### config.mk
export PLATFORM = sky130hd
export DESIGN_NAME = host_cmd_arb
export DESIGN_NICKNAME = d
export VERILOG_FILES = /design/src/rtl/host_cmd_arb.sv
export SDC_FILE = /design/constraint.sdc
export NUM_CORES = 1
export LEC_CHECK = 0
export CAP_MARGIN = 5
export CORE_AREA = 2 2 158 160
export CTS_BUF_LIST = sky130_fd_sc_hd__clkbuf_8
export CTS_CLUSTER_SIZE = 25
export DETAILED_ROUTE_END_ITERATION = 12
export DIE_AREA = 0 0 160 162
export DONT_BUFFER_PORTS = 1
export PLACE_DENSITY = 0.46
export SKIP_CTS_REPAIR_TIMING = 1
export SYNTH_ARGS = -nofsm -noshare
export SYNTH_HDL_FRONTEND = slang
export SYNTH_SLANG_ARGS = --single-unit
export TNS_END_PERCENT = 5
### constraint.sdc
create_clock -name clk -period 3.5 [get_ports clk]
set_clock_uncertainty 0.15 [all_clocks]
set_input_delay 0.525 -clock clk [delete_from_list [all_inputs] [get_ports clk]]
set_output_delay 0.525 -clock clk [all_outputs]
set_load 0.005 [all_outputs]
### src/rtl/host_cmd_arb.sv
// N-master host command arbiter: round-robin merge onto one slave port, in-order
// read-response routing through an ownership FIFO, and read-timeout error retirement.
module host_cmd_arb #(
   parameter int unsigned NUM_MST   = 4,
   parameter int unsigned ADDR_W    = 32,
   parameter int unsigned DATA_W    = 32,
   parameter int unsigned MAX_OUTST = 4,
   parameter int unsigned TIMEOUT   = 255
) (
   input  logic                      clk,
   input  logic                      rst,
   input  logic [NUM_MST-1:0]        m_cmd_vld,
   output logic [NUM_MST-1:0]        m_cmd_rdy,
   input  logic [NUM_MST*ADDR_W-1:0] m_addr,
   input  logic [NUM_MST*DATA_W-1:0] m_data_w,
   input  logic [NUM_MST-1:0]        m_rw,
   output logic [DATA_W-1:0]         m_data_r,
   output logic [NUM_MST-1:0]        m_rd_vld,
   output logic [NUM_MST-1:0]        m_rd_err,
   output logic                      s_cmd_vld,
   input  logic                      s_cmd_rdy,
   output logic [ADDR_W-1:0]         s_addr,
   output logic [DATA_W-1:0]         s_data_w,
   output logic                      s_rw,
   input  logic [DATA_W-1:0]         s_data_r,
   input  logic                      s_rd_vld,
   output logic                      stray_rsp
);
   localparam int unsigned IDX_W = $clog2(NUM_MST);
   localparam int unsigned PTR_W = $clog2(MAX_OUTST);
   localparam int unsigned CNT_W = PTR_W + 1;
   localparam logic [CNT_W-1:0] FULL_CNT = CNT_W'(MAX_OUTST);
   localparam logic [15:0]      TO_LIM   = 16'(TIMEOUT);

   logic [IDX_W-1:0]  rr_q, rr_d, win;
   logic [IDX_W:0]    cand;
   logic [NUM_MST-1:0] elig;
   logic              any_elig, loadable, grant;

   logic              ocr_vld_q, ocr_rw_q;
   logic [ADDR_W-1:0] ocr_addr_q;
   logic [DATA_W-1:0] ocr_data_q;

   logic [IDX_W-1:0]  own_mem [MAX_OUTST];
   logic [PTR_W-1:0]  wr_ptr_q, rd_ptr_q;
   logic [CNT_W-1:0]  cnt_q, cnt_d;
   logic [IDX_W-1:0]  head;
   logic              push, pop_rsp, to_hit, pop;

   logic [15:0]       to_q, to_d;

   logic [NUM_MST-1:0] rd_vld_q, rd_err_q;
   logic [DATA_W-1:0]  data_r_q;
   logic               stray_q;

   // Reads are held off while the registered count shows the FIFO full.
   always_comb begin
      for (int unsigned i = 0; i < NUM_MST; i++) begin
         elig[i] = m_cmd_vld[i] & (m_rw[i] | (cnt_q != FULL_CNT));
      end
   end

   // rr_q names the highest-priority master; search upward from it with wraparound.
   always_comb begin
      any_elig = 1'b0;
      win      = '0;
      cand     = '0;
      for (int unsigned k = 0; k < NUM_MST; k++) begin
         cand = {1'b0, rr_q} + (IDX_W+1)'(k);
         if (cand >= (IDX_W+1)'(NUM_MST)) begin
            cand = cand - (IDX_W+1)'(NUM_MST);
         end
         if (!any_elig && elig[cand[IDX_W-1:0]]) begin
            any_elig = 1'b1;
            win      = cand[IDX_W-1:0];
         end
      end
   end

   always_comb begin
      loadable  = ~ocr_vld_q | s_cmd_rdy;
      grant     = loadable & any_elig;
      m_cmd_rdy = '0;
      rr_d      = rr_q;
      if (grant) begin
         m_cmd_rdy[win] = 1'b1;
         rr_d = (win == IDX_W'(NUM_MST - 1)) ? '0 : win + 1'b1;
      end
   end

   always_comb begin
      head    = own_mem[rd_ptr_q];
      push    = grant & ~m_rw[win];
      pop_rsp = s_rd_vld & (cnt_q != '0);
      // A real response in the expiry cycle takes precedence over the error.
      to_hit  = (cnt_q != '0) & ~s_rd_vld & (to_q == TO_LIM);
      pop     = pop_rsp | to_hit;
      cnt_d   = cnt_q;
      if (push && !pop) begin
         cnt_d = cnt_q + 1'b1;
      end else if (!push && pop) begin
         cnt_d = cnt_q - 1'b1;
      end
      if ((cnt_q == '0) || s_rd_vld || to_hit) begin
         to_d = '0;
      end else begin
         to_d = to_q + 1'b1;
      end
   end

   always_ff @(posedge clk) begin
      if (push) begin
         own_mem[wr_ptr_q] <= win;
      end
   end

   always_ff @(posedge clk) begin
      if (rst) begin
         rr_q       <= '0;
         ocr_vld_q  <= 1'b0;
         ocr_rw_q   <= 1'b0;
         ocr_addr_q <= '0;
         ocr_data_q <= '0;
         wr_ptr_q   <= '0;
         rd_ptr_q   <= '0;
         cnt_q      <= '0;
         to_q       <= '0;
         rd_vld_q   <= '0;
         rd_err_q   <= '0;
         data_r_q   <= '0;
         stray_q    <= 1'b0;
      end else begin
         rr_q     <= rr_d;
         cnt_q    <= cnt_d;
         to_q     <= to_d;
         rd_vld_q <= '0;
         rd_err_q <= '0;
         stray_q  <= s_rd_vld & (cnt_q == '0);
         if (grant) begin
            ocr_vld_q  <= 1'b1;
            ocr_rw_q   <= m_rw[win];
            ocr_addr_q <= m_addr[32'(win)*ADDR_W +: ADDR_W];
            ocr_data_q <= m_data_w[32'(win)*DATA_W +: DATA_W];
         end else if (s_cmd_rdy) begin
            ocr_vld_q <= 1'b0;
         end
         if (push) begin
            wr_ptr_q <= wr_ptr_q + 1'b1;
         end
         if (pop) begin
            rd_ptr_q       <= rd_ptr_q + 1'b1;
            rd_vld_q[head] <= 1'b1;
         end
         if (pop_rsp) begin
            data_r_q <= s_data_r;
         end else if (to_hit) begin
            data_r_q       <= '0;
            rd_err_q[head] <= 1'b1;
         end
      end
   end

   assign s_cmd_vld = ocr_vld_q;
   assign s_addr    = ocr_addr_q;
   assign s_data_w  = ocr_data_q;
   assign s_rw      = ocr_rw_q;
   assign m_rd_vld  = rd_vld_q;
   assign m_rd_err  = rd_err_q;
   assign m_data_r  = data_r_q;
   assign stray_rsp = stray_q;

endmodule
==> impl_metrics.env <==
export IMPL_cts_tree="built"
export IMPL_setup_worst_path_end_class="flip-flop"
export IMPL_ant_nets=0
export IMPL_htreeDepth=4
export IMPL_use_met3=0.0659
export IMPL_dp_cells=1103
export IMPL_met1_usage=0.223
export IMPL_p_per_area_mw_per_mm2=719
export IMPL_grt_busiest_layer="met2"
export IMPL_clock_latency_ns=0.45
export IMPL_grt_pass1_wl_um=38500
export IMPL_place_gp_congestion=0.873
export IMPL_met2_usage=0.337
export IMPL_holdWs_ns=0.0797
export IMPL_syn2layout_area_growth_pct=8.01
export IMPL_grt_util_all_layers=0.191
export IMPL_max_cap_violations=0
export IMPL_max_stage_delay_ns=0.55
export IMPL_wire_per_inst_um=22.9
export IMPL_core_mm2=0.0241
export IMPL_period_share=0.972
export IMPL_clock_sinks=142
export IMPL_vias_per_cell=5.64
export IMPL_crit_fanout=8
export IMPL_status="finished clean"
export IMPL_synth_cell_type_count=53
export IMPL_start_util=0.330
export IMPL_slew_viol_final=0
export IMPL_criticalPathCategory="flip-flop to flip-flop"
export IMPL_hpwl_um=19200
export IMPL_ios=411
export IMPL_dpl_cell_area_mm2=0.00810
export IMPL_multi_input_area_mm2=0.00459
export IMPL_hold_path_class="input pin to flip-flop"
export IMPL_final_design_area_no_fill_mm2=0.00860
export IMPL_setup_viol=0
export IMPL_grt_max_degree=129
export IMPL_cp_start_kind="flip-flop"
export IMPL_fin_nets=1112
export IMPL_wl_um=26100
export IMPL_hold_viol=0
export IMPL_ys_seq_area_frac=0.367
export IMPL_fmax_mhz=294
export IMPL_antenna_found_initial=3
export IMPL_die_y_um=162
export IMPL_drive_above_1_share=0.236
export IMPL_critPathArrivalTime_ns=3.62
export IMPL_worstMarginPinSlew_ns=1.11
export IMPL_ys_seq_elements=142
export IMPL_period_minus_slack_ns=3.40
export IMPL_port_buffers=0
export IMPL_max_vdd_ir_drop_mv=0.337
export IMPL_drt_initial_drc_count=394
export IMPL_clockBufferDepth=2
export IMPL_path_buf_inv=2
export IMPL_synthFlopType="dfxtp_1"
export IMPL_worstPathRequired_ns=3.72
export IMPL_die_w_um=160
export IMPL_drc=0
export IMPL_leakage_uw=0.00321
export IMPL_critical_path_cell_chain="or4b_4, buf_4, a32oi_2, o211a_4, o211ai_1, o22ai_4, ha_2, inv_1, fa_1, xor2_1, or3_1, a21oi_2"
export IMPL_gr_total_overflow=0
export IMPL_instances_no_fill=1139
export IMPL_avgSynthCellArea_um2=9.42
export IMPL_numCtsBuffers=17
export IMPL_dieArea_mm2=0.0259
export IMPL_grt_pass1_vias=6405
export IMPL_fillers=2501
export IMPL_rows=57
export IMPL_async_reset_ff_frac=0
export IMPL_syn_num_nets=1157
export IMPL_rsz0062_at_grt="yes"
export IMPL_vias=6423
export IMPL_synth_edf_count=8
export IMPL_root_buffer="clkbuf_8"
export IMPL_slew_headroom=0.259
export IMPL_seq_area_mm2=0.00293
export IMPL_critPathSlowestCell="or4b_4"
export IMPL_path_clk_slew_ns=0.09
export IMPL_drtPass1Iterations=4
export IMPL_syn_cell_area_mm2=0.00797
export IMPL_syn_inst=846
export IMPL_crit_family="compound AO/OA/AOI/OAI gates"
export IMPL_ys_warnings_count=0
[logic make-up after synthesis]
| logic type | Yosys count | share of synthesized area |
|---|---|---|
| and+or+nand+nor | 322 | 0.213 |
| DFF | 142 | 0.367 |
| adders and majority gates | 11 | 0.0182 |
| AOI/OAI and AO/OA | 252 | 0.311 |
| buffers and inverters | 98 | 0.0631 |
| xor gates and xnor gates | 16 | 0.0176 |
| muxes | 5 | 0.00958 |
[layer usage]
metal  vias up  routed length (um)
met1      3036               10500
met2       290               13100
met3        28                2060
met4         4                 418
met5         -                  23
li1       3065                   -
[registers in the layout (all words and copies together) (netlist names), named ones only]
register	cells
s_rw	1
stray_rsp	1
m_rd_err	4
rr_q	2
s_data_w	32
s_addr	32
s_cmd_vld	1
cnt_q	3
wr_ptr_q	2
m_rd_vld	4
own_mem	8
m_data_r	32
rd_ptr_q	2
to_q	16
[report_power, final]
group          switching [uW]  leakage, uW  internal (uW)
logic                    1500      0.00183            929
registers                 357      0.00118           2010
clock network             716     0.000201            681
total                    2570      0.00321           3620
[cells in the mapped netlist, types with 10 or more instances]
library cell,count,area share
inv_1,11,0.0052
buf_6,13,0.018
and3_1,130,0.10
a211oi_1,38,0.036
a211oi_2,91,0.14
a22oi_1,32,0.030
ha_1,10,0.016
clkbuf_1,44,0.021
nor2_1,64,0.030
o31ai_1,46,0.043
o31ai_2,19,0.030
nand2_1,74,0.035
buf_2,25,0.016
dfxtp_1,134,0.34
xor2_1,10,0.011
[cell type report]
class / count / share of cell area
clock buffers: 18 / 0.0288
well taps: 324 / 0.0471
clock inverters: 14 / 0.0204
diodes: 1 / 0.000291
inverters: 12 / 0.00596
flip-flops and latches: 142 / 0.340
repair buffers: 22 / 0.0233
multi-input cells: 606 / 0.534
[placed cells by master, fill, tap and decap left out, types with 3 or more instances in the layout]
master      instances
inv_6               5
nor2_1             64
dfxtp_1           131
o31ai_1            45
inv_8               3
nand3_1             9
nor4_1              3
buf_4              17
and2_1              9
nand2_1            74
or3_1               4
clkbuf_8           18
clkinvlp_4          4
dfxtp_2             3
nor3_1              6
o21ai_0             5
a21oi_1             4
a211oi_1           38
xnor2_1             6
nor3b_1             3
o31ai_2            20
ha_1                9
xor2_1             10
inv_1              10
edfxtp_1            8
a22oi_1            32
nand2b_1            6
a211oi_2           90
and3_1            130
[metrics by stage]
| step | setup TNS, ns | utilization | power (uW) | setup slack [ns] |
|---|---|---|---|---|
| finish | 0 | 0.357 | 6190 | 0.0977 |
| global route | -0.0429 | 0.357 | 6600 | -0.0429 |
| CTS | 0 | 0.353 | 6230 | 0.0157 |
| detailed placement | -0.0356 | 0.336 | 4800 | -0.0356 |
| global placement | 0 | 0.336 | 4720 | 0.0973 |
| floorplan | 0 | - | 4300 | 0.0489 |
[worst paths after layout]
| kind | from | endpoint | slack [ns] | cells past startpoint |
|---|---|---|---|---|
| worst max-delay path | cnt_q[1] | cnt_q[2] | 0.1 | 12 |
| worst min-delay path | s_data_r[15] | m_data_r[15] | 0.08 | 2 |
| worst max register to register | cnt_q[1] | cnt_q[2] | 0.1 | 12 |
| worst min register to register | to_q[0] | to_q[0] | 0.32 | 1 |
Note: power is estimated with default switching activity, not from simulation.
